**src/rtl/remote_pkg.sv**
```systemverilog
// Shared types and constants for the remote command sequencer.
package remote_pkg;

  typedef enum logic [1:0] {
    IDLE,
    SEND,
    WAIT_SENT,
    WAIT_RESP
  } state_t;

  localparam logic [7:0] ACK = 8'hA5;

  typedef struct packed {
    logic [7:0]  cmd;
    logic [15:0] data;
  } entry_t;

endpackage

```
**src/rtl/cmd_fifo.sv**
```systemverilog
// Show-ahead command FIFO: head always presents the oldest entry while non-empty.
module cmd_fifo
  import remote_pkg::*;
#(
  parameter int DEPTH = 4
) (
  input  logic   clk,
  input  logic   rst,
  input  logic   push,
  input  entry_t din,
  input  logic   pop,
  output entry_t head,
  output logic   full,
  output logic   empty
);

  localparam int AW = $clog2(DEPTH);
  localparam logic [AW:0]   FULL_CNT = (AW+1)'(DEPTH);
  localparam logic [AW:0]   CNT_ONE  = (AW+1)'(1);
  localparam logic [AW-1:0] PTR_ONE  = AW'(1);

  entry_t        mem [DEPTH];
  logic [AW-1:0] wr_ptr;
  logic [AW-1:0] rd_ptr;
  logic [AW:0]   count;
  logic          do_push;
  logic          do_pop;

  // Fullness is judged before any same-cycle pop, so a push on a full queue is dropped.
  assign full    = (count == FULL_CNT);
  assign empty   = (count == '0);
  assign do_push = push && !full;
  assign do_pop  = pop && !empty;
  assign head    = mem[rd_ptr];

  always_ff @(posedge clk) begin
    if (do_push) begin
      mem[wr_ptr] <= din;
    end
  end

  always_ff @(posedge clk) begin
    if (rst) begin
      wr_ptr <= '0;
      rd_ptr <= '0;
      count  <= '0;
    end else begin
      if (do_push) wr_ptr <= wr_ptr + PTR_ONE;
      if (do_pop)  rd_ptr <= rd_ptr + PTR_ONE;
      case ({do_push, do_pop})
        2'b10:   count <= count + CNT_ONE;
        2'b01:   count <= count - CNT_ONE;
        default: count <= count;
      endcase
    end
  end

endmodule

```
**src/rtl/remote_cmd_seq.sv**
```systemverilog
// Queues {cmd,data} entries and drives them one at a time through RemoteComm,
// retrying on NAK or response timeout and abandoning after MAX_RETRY resends.
module remote_cmd_seq
  import remote_pkg::*;
#(
  parameter int          DEPTH     = 4,
  parameter int unsigned TIMEOUT   = 20'd1_000_000,
  parameter int          MAX_RETRY = 2
) (
  input  logic        clk,
  input  logic        rst,
  input  logic        push,
  input  logic [7:0]  push_cmd,
  input  logic [15:0] push_data,
  output logic        full,
  output logic        ovf,
  output logic        snd_cmd,
  output logic [7:0]  cmd,
  output logic [15:0] data,
  input  logic        cmd_sent,
  input  logic        resp_rdy,
  input  logic [7:0]  resp,
  output logic        clr_resp_rdy,
  output logic        busy,
  output logic        done,
  output logic        err,
  output logic [7:0]  err_cmd
);

  localparam int TW = (TIMEOUT > 2) ? $clog2(TIMEOUT) : 1;
  localparam int RW = $clog2(MAX_RETRY + 2);
  localparam logic [TW-1:0] TMO_LAST  = TW'(TIMEOUT - 1);
  localparam logic [TW-1:0] TMO_ONE   = TW'(1);
  localparam logic [RW-1:0] RETRY_MAX = RW'(MAX_RETRY);
  localparam logic [RW-1:0] RETRY_ONE = RW'(1);

  state_t        state;
  state_t        state_nxt;
  logic [TW-1:0] tmo_cnt;
  logic [RW-1:0] retry_cnt;
  entry_t        push_entry;
  entry_t        head;
  logic          empty;
  logic          pop;
  logic          ack_hit;
  logic          abandon;
  logic          resend;
  logic          failed;

  assign push_entry = {push_cmd, push_data};

  cmd_fifo #(
    .DEPTH(DEPTH)
  ) u_fifo (
    .clk  (clk),
    .rst  (rst),
    .push (push),
    .din  (push_entry),
    .pop  (pop && !rst),
    .head (head),
    .full (full),
    .empty(empty)
  );

  always_ff @(posedge clk) begin
    if (rst) begin
      state     <= IDLE;
      tmo_cnt   <= '0;
      retry_cnt <= '0;
      err_cmd   <= '0;
    end else begin
      state <= state_nxt;
      if (state == WAIT_RESP) tmo_cnt <= tmo_cnt + TMO_ONE;
      else                    tmo_cnt <= '0;
      if (state == IDLE) retry_cnt <= '0;
      else if (resend)   retry_cnt <= retry_cnt + RETRY_ONE;
      if (abandon) err_cmd <= head.cmd;
    end
  end

  // A response present on the timeout cycle is judged on its content, not as a timeout.
  always_comb begin
    state_nxt = state;
    pop       = 1'b0;
    ack_hit   = 1'b0;
    abandon   = 1'b0;
    resend    = 1'b0;
    failed    = 1'b0;
    case (state)
      IDLE:      if (!empty) state_nxt = SEND;
      SEND:      state_nxt = WAIT_SENT;
      WAIT_SENT: if (cmd_sent) state_nxt = WAIT_RESP;
      WAIT_RESP: begin
        failed = resp_rdy ? (resp != ACK) : (tmo_cnt == TMO_LAST);
        if (failed) begin
          if (retry_cnt < RETRY_MAX) begin
            resend    = 1'b1;
            state_nxt = SEND;
          end else begin
            abandon   = 1'b1;
            pop       = 1'b1;
            state_nxt = IDLE;
          end
        end else if (resp_rdy) begin
          ack_hit   = 1'b1;
          pop       = 1'b1;
          state_nxt = IDLE;
        end
      end
      default:   state_nxt = IDLE;
    endcase
  end

  assign snd_cmd      = !rst && (state == SEND);
  assign clr_resp_rdy = !rst && (state == WAIT_RESP) && resp_rdy;
  assign done         = !rst && ack_hit;
  assign err          = !rst && abandon;
  assign ovf          = !rst && push && full;
  assign busy         = !rst && ((state != IDLE) || !empty);
  assign cmd          = (!rst && state != IDLE) ? head.cmd  : '0;
  assign data         = (!rst && state != IDLE) ? head.data : '0;

endmodule
```
**config.mk**
```make
export PLATFORM = sky130hd
export DESIGN_NAME = remote_cmd_seq
export DESIGN_NICKNAME = d
export VERILOG_FILES = /design/src/rtl/remote_pkg.sv /design/src/rtl/cmd_fifo.sv /design/src/rtl/remote_cmd_seq.sv
export SDC_FILE = /design/constraint.sdc
export NUM_CORES = 1
export LEC_CHECK = 0
export BUFFER_PORTS_ARGS = -buffer_cell sky130_fd_sc_hd__clkbuf_2
export CAP_MARGIN = 15
export CORE_ASPECT_RATIO = 1.5
export CORE_MARGIN = 2
export CORE_UTILIZATION = 40
export CTS_CLUSTER_SIZE = 30
export DETAILED_ROUTE_END_ITERATION = 16
export SYNTH_ARGS = -nofsm -noshare
export SYNTH_HDL_FRONTEND = slang
export SYNTH_SLANG_ARGS = --single-unit
```
**constraint.sdc**
```tcl
create_clock -name clk -period 2.35 [get_ports clk]
set_input_delay 0.235 -clock clk [delete_from_list [all_inputs] [get_ports clk]]
set_output_delay 0.235 -clock clk [all_outputs]
set_load 0.02 [all_outputs]
```
==> results of run 1 <==
-- placed cells by master (no fill, tap or decap), types with 5 or more instances in the layout --
master,Yosys,layout
nor2b_1,26,26
dfxtp_2,0,5
nand2_1,9,9
nand3_1,20,20
inv_1,13,13
ha_1,10,8
and3_1,9,9
a21oi_1,17,17
xnor2_1,6,6
clkbuf_2,0,75
nand4_1,5,5
mux4_2,24,24
xor2_1,15,15
nor2_1,28,28
o21ai_0,11,11
clkbuf_16,0,17
buf_4,1,30
edfxtp_1,96,96
dfxtp_1,41,36
-- metal layers --
metal  wire length [um]  vias to the layer above  share of wire, %
met3                528                       15               4.8
met4                121                        0               1.1
met1               4430                     1705                40
li1                   -                     1643                 -
met5                  0                        -                 0
met2               5960                       82                54
-- registers in the layout, indices dropped and copies added (netlist names), named ones only --
signal / cells
err_cmd: 8
retry_cnt: 2
state: 2
tmo_cnt: 20
u_fifo.count: 3
u_fifo.mem: 96
u_fifo.rd_ptr: 2
u_fifo.wr_ptr: 2
-- logic make-up (layout without fill, tap and decap cells) --
group                    count (synthesis)  count (layout)
multiplexers                            27              27
adder cells (fa/ha/maj)                 11              11
flip-flops                             137             137
XOR/XNOR                                21              21
AO/OA/AOI/OAI                           36              36
buffers and inverters                   31             150
AND/OR/NAND/NOR                        121             121
-- power groups by stage --
stage	registers, mW	logic (mW)	clock network [mW]
6_report	2.74	0.666	2.62
5_1_grt	2.74	0.737	2.79
4_1_cts	2.74	0.682	2.69
3_5_place_dp	2.79	0.673	0
3_3_place_gp	2.78	0.659	0
2_1_floorplan	2.78	0.427	0
-- layout make-up --
| cell class | count | area, um2 | share of cell area, % |
|---|---|---|---|
| sequential | 137 | 3710 | 52.8 |
| tap | 165 | 206 | 2.94 |
| clock inverter | 14 | 165 | 2.35 |
| timing repair buffer | 106 | 621 | 8.83 |
| clock buffer | 17 | 425 | 6.05 |
| multi-input combinational | 216 | 1860 | 26.4 |
| inverter | 13 | 48.8 | 0.694 |
-- worst max-delay path, stage by stage (launching register included) --
cell and delay (ns):
dfxtp_2 0.34, nor4b_2 0.26, and4_4 0.26, a21o_4 0.12
and2_4 0.15, ha_4 0.13, inv_1 0.04, fa_2 0.32
xor2_1 0.15, or3_1 0.32, a21oi_1 0.13
-- timing repair --
item                       in CTS  in global routing
pin swaps                       3                  3
hold endpoints to repair        0                  0
setup endpoints to repair      25                  2
gates resized for setup         3                  3
-- final timing paths --
| kind | end | cells past startpoint | from | slack [ns] |
|---|---|---|---|---|
| worst max register to register | u_fifo.count[2]$_SDFFE_PP0P_ | 10 | tmo_cnt[13]$_SDFF_PP0_ | 0.07 |
| worst max-delay path | u_fifo.count[2]$_SDFFE_PP0P_ | 10 | tmo_cnt[13]$_SDFF_PP0_ | 0.07 |
| worst min-delay path | u_fifo.mem[3][13]$_DFFE_PP_ | 1 | push_data[13] | 0.03 |
| worst min register to register | err_cmd[6]$_SDFFE_PP0P_ | 2 | err_cmd[6]$_SDFFE_PP0P_ | 0.48 |
==> flow_metrics.env, run 1 <==
export IMPL_status="complete, no violations"
export IMPL_ys_seq_elements=137
export IMPL_critPathKind="reg -> reg"
export IMPL_max_cap_violations=0
export IMPL_nets=539
export IMPL_drive_gt1_share_pct=36.2
export IMPL_post_route_min_period_ns=2.28
export IMPL_synth_simple_area_share_pct=12.2
export IMPL_yosysMostFrequentCell="edfxtp_1"
export IMPL_synth_xor_area_share_pct=3.27
export IMPL_total_power_mw=6.03
export IMPL_grt_pass1_vias=3578
export IMPL_wire_per_inst_um=16.5
export IMPL_cts_made_buffers=17
export IMPL_final_core_util_pct=50.7
export IMPL_grt_pass1_wl_um=17800
export IMPL_synth_top_family_by_area="simple AND/OR/NAND/NOR gates"
export IMPL_final_max_slew_violation_count=0
export IMPL_ant_nets=0
export IMPL_fin_crit_sh_pct=96.9
export IMPL_synthAdderAreaFrac_pct=2.58
export IMPL_synth_ff_type="edfxtp_1"
export IMPL_layoutNonFillerInstCount=668
export IMPL_antenna_cells=0
export IMPL_fin_ws_ns=0.0736
export IMPL_path_max_fanout=4
export IMPL_cts_clk_slew_worst_paths_ns=0.06
export IMPL_areaGrowthSynthToFinish_pct=24.9
export IMPL_synth_compound_area_share_pct=3.64
export IMPL_chipHeight_um=149
export IMPL_yosysWarningCount=0
export IMPL_cts_htree_levels=4
export IMPL_num_rows=53
export IMPL_crit_path_start_kind="flop"
export IMPL_powerDensity_nw_per_um2=857
export IMPL_cts_setup_buffers=0
export IMPL_dp_hpwl_um=7330
export IMPL_dieWidth_um=101
export IMPL_dieArea_um2=15100
export IMPL_cts_tree="yes"
export IMPL_drc_errors=0
export IMPL_critPathRequiredTime_ns=2.69
export IMPL_placed_area_um2=6420
export IMPL_worstSetupEndpointType="flop"
export IMPL_grt_busiest_layer="met2"
export IMPL_yosysTopAreaCellShare_pct=51.2
export IMPL_routed_via_count=3445
export IMPL_gr_total_overflow=0
export IMPL_synth_edff_count=96
export IMPL_synth_nets=432
export IMPL_skew_ns=0.00590
export IMPL_fin_tns_setup_ns=0
export IMPL_postSynthAreaPerCell_um2=14.7
export IMPL_coreArea_um2=13900
export IMPL_synthArstFlopShare_pct=0
export IMPL_grtUsageMet3_pct=4.97
export IMPL_port_buffer_count=75
export IMPL_synthTopCellsByCount="96 x edfxtp_1, 41 x dfxtp_1, 28 x nor2_1"
export IMPL_fmax_mhz=439
export IMPL_rsz0062_at_grt="yes"
export IMPL_gr_usage_all_layers_pct=15.8
export IMPL_muxShareOfSynthArea_pct=10.1
export IMPL_relSlewSlack_pct=56.2
export IMPL_cp_arrival_ns=2.62
export IMPL_worstSkewPairLatency_ns=0.41
export IMPL_p_int_mw=4.52
export IMPL_switching_power_mw=1.51
export IMPL_cts_hold_buf=0
export IMPL_fillCellCount=1190
export IMPL_grt_max_degree=27
export IMPL_wirelength_um=11000
export IMPL_power_leakage_nw=2.56
export IMPL_dr_pass1_iters=4
export IMPL_place_congestion=0.759
export IMPL_final_cell_area_um2=7030
export IMPL_syn_area_um2=5630
export IMPL_ys_types=45
export IMPL_grt_use_met1_pct=18.0
export IMPL_post_place_cells=637
export IMPL_place_ws_ns=-0.128
export IMPL_yosysTopAreaCell="edfxtp_1"
export IMPL_cts_sinks=137
export IMPL_hp_class="in -> reg"
export IMPL_use_met2_pct=27.9
export IMPL_drt_initial_drc_count=114
export IMPL_synth_seq_area_share_pct=65.8
export IMPL_p_sw_share_pct=25.1
export IMPL_start_util_pct=40.6
export IMPL_ys_top_cells_by_area="edfxtp_1 51%, dfxtp_1 15%, mux4_2 9.6%"
export IMPL_finalSetupViolations=0
export IMPL_timing_hold_ws_ns=0.0321
export IMPL_cts_path_max_buffers=2
export IMPL_combPwrFrac_pct=11.1
export IMPL_final_hold_viol_count=0
export IMPL_cts_root_buffer="clkbuf_16"
export IMPL_io_pins=76
export IMPL_worst_pin_slew_ns=0.652
export IMPL_pwr_share_seq_pct=45.4
export IMPL_postSynthCellCount=384
export IMPL_p_clk_share_pct=43.6
export IMPL_worst_ir_drop_vdd_mv=0.635
export IMPL_antenna_found_initial=0
export IMPL_viasPerCell=5.16
Power figures use the tool's default switching activity.
==> run 2, diff against run 1 <==
--- a/config.mk
+++ b/config.mk
@@ -6,4 +6,5 @@
 export NUM_CORES = 1
 export LEC_CHECK = 0
+export ABC_AREA = 1
 export BUFFER_PORTS_ARGS = -buffer_cell sky130_fd_sc_hd__clkbuf_2
 export CAP_MARGIN = 15
@@ -11,4 +12,5 @@
 export CORE_MARGIN = 2
 export CORE_UTILIZATION = 40
+export CTS_CLUSTER_DIAMETER = 120
 export CTS_CLUSTER_SIZE = 30
 export DETAILED_ROUTE_END_ITERATION = 16
==> constraint.sdc (replaced) <==
create_clock -name clk -period 2.35 [get_ports clk]
set_input_delay 0.235 -clock clk [delete_from_list [all_inputs] [get_ports clk]]
set_output_delay 0.235 -clock clk [all_outputs]
set_load 0.1 [all_outputs]
==> flow_metrics.env, run 2 <==
export IMPL_status="complete, no violations"
export IMPL_slowest_stage="dfxtp_1"
export IMPL_start_util_pct=40.9
export IMPL_ys_types=36
export IMPL_seqCellArea_um2=3710
export IMPL_areaGrowthSynthToFinish_pct=33.0
export IMPL_largest_reg_flops=96
export IMPL_critPathKind="reg -> out"
export IMPL_antenna_found_initial=0
export IMPL_p_clk_share_pct=36.1
export IMPL_dieWidth_um=102
export IMPL_slowest_delay_ns=0.36
export IMPL_critPathRequiredTime_ns=2.12
export IMPL_worstSkewPairLatency_ns=0.41
export IMPL_switching_power_mw=2.24
export IMPL_ff2ff_path_depth=14
export IMPL_wire_per_inst_um=14.4
export IMPL_synthTopCellsByCount="126 x nor2_1, 96 x edfxtp_1, 64 x o21ai_0"
export IMPL_crit_top_cell="buf_12"
export IMPL_yosysTopAreaCellShare_pct=50.1
export IMPL_power_leakage_nw=2.83
export IMPL_synth_seq_area_share_pct=64.3
export IMPL_gr_total_overflow=0
export IMPL_synth_ff_type="edfxtp_1"
export IMPL_grt_max_degree=31
export IMPL_final_max_slew_violation_count=0
export IMPL_cts_sinks=137
export IMPL_relSlewSlack_pct=63.2
export IMPL_cp_arrival_ns=1.98
export IMPL_drt_initial_drc_count=212
export IMPL_routed_via_count=4239
export IMPL_ant_nets=0
export IMPL_ys_seq_elements=137
export IMPL_grtUsageMet3_pct=4.38
export IMPL_fin_ws_ns=0.138
export IMPL_num_rows=53
export IMPL_crit_path_start_kind="flop"
export IMPL_gr_usage_all_layers_pct=17.0
export IMPL_rsz0062_at_grt="no"
export IMPL_grt_use_met1_pct=19.2
export IMPL_syn_area_um2=5760
export IMPL_path_cells="inv_1, ha_1, or2_4, buf_12, a21oi_4, buf_12"
export IMPL_grt_pass1_wl_um=19900
export IMPL_chipHeight_um=151
export IMPL_timing_rr_end="u_fifo.count[2]$_SDFFE_PP0P_"
export IMPL_coreArea_um2=14100
export IMPL_multi_input_area_um2=2000
export IMPL_fin_tns_setup_ns=0
export IMPL_cts_tree="yes"
export IMPL_dieArea_um2=15400
export IMPL_reg_top3="u_fifo.mem: 96 flops, tmo_cnt: 20 flops, err_cmd: 8 flops"
export IMPL_cts_made_buffers=17
export IMPL_nets=702
export IMPL_critPathTopFamily="buffers and inverters"
export IMPL_place_ws_ns=0.0126
export IMPL_final_cell_mix="108 x nor2_1, 96 x edfxtp_1, 62 x o21ai_0"
export IMPL_use_met2_pct=29.6
export IMPL_p_int_mw=4.72
export IMPL_reg2reg_from="tmo_cnt[0]$_SDFF_PP0_"
export IMPL_worst_ir_drop_vdd_mv=0.498
export IMPL_p_sw_share_pct=32.2
export IMPL_postSynthCellCount=563
export IMPL_path_max_fanout=12
export IMPL_synth_edff_count=96
export IMPL_worst_pin_slew_ns=0.554
export IMPL_postSynthAreaPerCell_um2=10.2
export IMPL_combPwrFrac_pct=24.7
export IMPL_cts_htree_levels=4
export IMPL_skew_ns=0.00788
export IMPL_cts_path_max_buffers=2
export IMPL_wirelength_um=12400
export IMPL_yosysMostFrequentCell="nor2_1"
export IMPL_fin_crit_sh_pct=94.1
export IMPL_cts_clk_slew_worst_paths_ns=0.06
export IMPL_fmax_mhz=452
export IMPL_drive_gt1_share_pct=26.9
export IMPL_max_cap_violations=0
export IMPL_ff2ff_setup_slack_ns=0.14
export IMPL_synth_nets=611
export IMPL_fillCellCount=1263
export IMPL_final_core_util_pct=54.5
export IMPL_dr_pass1_iters=4
export IMPL_drc_errors=0
export IMPL_viasPerCell=4.94
export IMPL_min_from="push_data[7]"
export IMPL_layoutNonFillerInstCount=858
export IMPL_yosysWarningCount=0
export IMPL_cts_root_buffer="clkbuf_16"
export IMPL_post_route_min_period_ns=2.21
export IMPL_timing_hold_ws_ns=0.0413
export IMPL_hp_class="in -> reg"
export IMPL_post_place_cells=827
export IMPL_path_buf_inv=3
export IMPL_grt_busiest_layer="met2"
export IMPL_layout_commonest_cell="nor2_1"
export IMPL_final_hold_viol_count=0
export IMPL_antenna_cells=0
export IMPL_min_to="u_fifo.mem[3][7]$_DFFE_PP_"
export IMPL_grt_pass1_vias=4178
export IMPL_largest_register="u_fifo.mem"
export IMPL_ys_top_cells_by_area="edfxtp_1 50%, dfxtp_1 14%, nor2_1 8.2%"
export IMPL_pwr_share_seq_pct=39.3
export IMPL_place_congestion=0.821
export IMPL_dp_hpwl_um=8230
export IMPL_io_pins=76
export IMPL_whs_path_depth=1
export IMPL_finalSetupViolations=0
export IMPL_synthArstFlopShare_pct=0
export IMPL_powerDensity_nw_per_um2=909
export IMPL_worstSetupEndpointType="output pin"
export IMPL_yosysTopAreaCell="edfxtp_1"
export IMPL_cts_setup_buffers=0
export IMPL_cts_hold_buf=0
export IMPL_port_buffer_count=75
==> run 2: cell count changes after synthesis, moves of 10 or more <==
cell | before | now
xor2_1 | 15 | 5
nand3_1 | 20 | 8
nand2_1 | 9 | 42
o21ai_0 | 11 | 64
a21oi_1 | 17 | 37
mux4_2 | 24 | 0
nor2b_1 | 26 | 0
nor2_1 | 28 | 126
inv_1 | 13 | 55
==> run 2: cell families after synthesis <==
logic type	Yosys count	share of synthesized area, %
simple gates	212	16.3
flops	137	64.3
compound gates	118	10.5
buf+inv	79	5.43
fa+ha+maj	11	2.52
xor+xnor	6	0.913
==> run 2: power groups by stage <==
stage | Combinational [mW] | Clock [mW] | Sequential (mW)
2_1_floorplan | 1.11 | 0 | 2.78
3_3_place_gp | 1.70 | 0 | 2.78
3_5_place_dp | 1.72 | 0 | 2.78
4_1_cts | 1.73 | 2.56 | 2.73
5_1_grt | 1.81 | 2.66 | 2.74
6_report | 1.72 | 2.51 | 2.73
==> run 2: cell type report <==
cell class | instances | area share (%)
multi-input combinational | 347 | 26.1
clock buffer | 17 | 5.56
timing repair buffer | 94 | 12.2
clock inverter | 14 | 1.78
sequential | 137 | 48.5
inverter | 57 | 2.79
tap | 192 | 3.14
==> run 2: worst max path at each step <==
stage / from / end / slack (ns) / cells after the start
6_report: state[1]$_SDFFE_PP0P_ / data[10] / 0.14 / 6
5_1_grt: state[0]$_SDFFE_PP0P_ / u_fifo.count[2]$_SDFFE_PP0P_ / 0.03 / 14
4_1_cts: tmo_cnt[0]$_SDFF_PP0_ / u_fifo.count[2]$_SDFFE_PP0P_ / 0.001 / 14
3_5_place_dp: tmo_cnt[0]$_SDFF_PP0_ / u_fifo.count[2]$_SDFFE_PP0P_ / 0.01 / 14
3_3_place_gp: tmo_cnt[0]$_SDFF_PP0_ / u_fifo.count[2]$_SDFFE_PP0P_ / 0.11 / 14
2_1_floorplan: state[0]$_SDFFE_PP0P_ / data[0] / -0.43 / 5
==> run 2: stage by stage <==
step | power (mW) | area, um2
after detailed placement | 4.50 | 7060
final | 6.96 | 7660
after floorplan | 3.88 | 5980
after global placement | 4.48 | 7060
after CTS | 7.02 | 7630
after global routing | 7.20 | 7660
==> run 2: metal layers <==
metal	wire length, um	part of all wire (%)
met5	0	0
met4	280	2.3
met3	559	4.5
met2	6450	52
met1	5100	41
==> run 2: what timing repair did <==
action                     4_1_cts  5_1_grt
setup endpoints to repair       19        4
resized for setup                2        9
cloned                           0        0
hold endpoints to repair         0        0
pin swaps                        0        1
==> run 2: worst register-to-register path, cell delays in order (launching register included) <==
cell and delay (ns):
dfxtp_2 0.35, ha_4 0.15, nand3_2 0.09, nor2_2 0.14, nand3_2 0.11, nand2_4 0.11
nand3_2 0.10, inv_2 0.08, ha_4 0.12, inv_2 0.04, fa_2 0.34, a21oi_1 0.12
o21ai_1 0.10, o21ai_1 0.16, a21oi_1 0.06
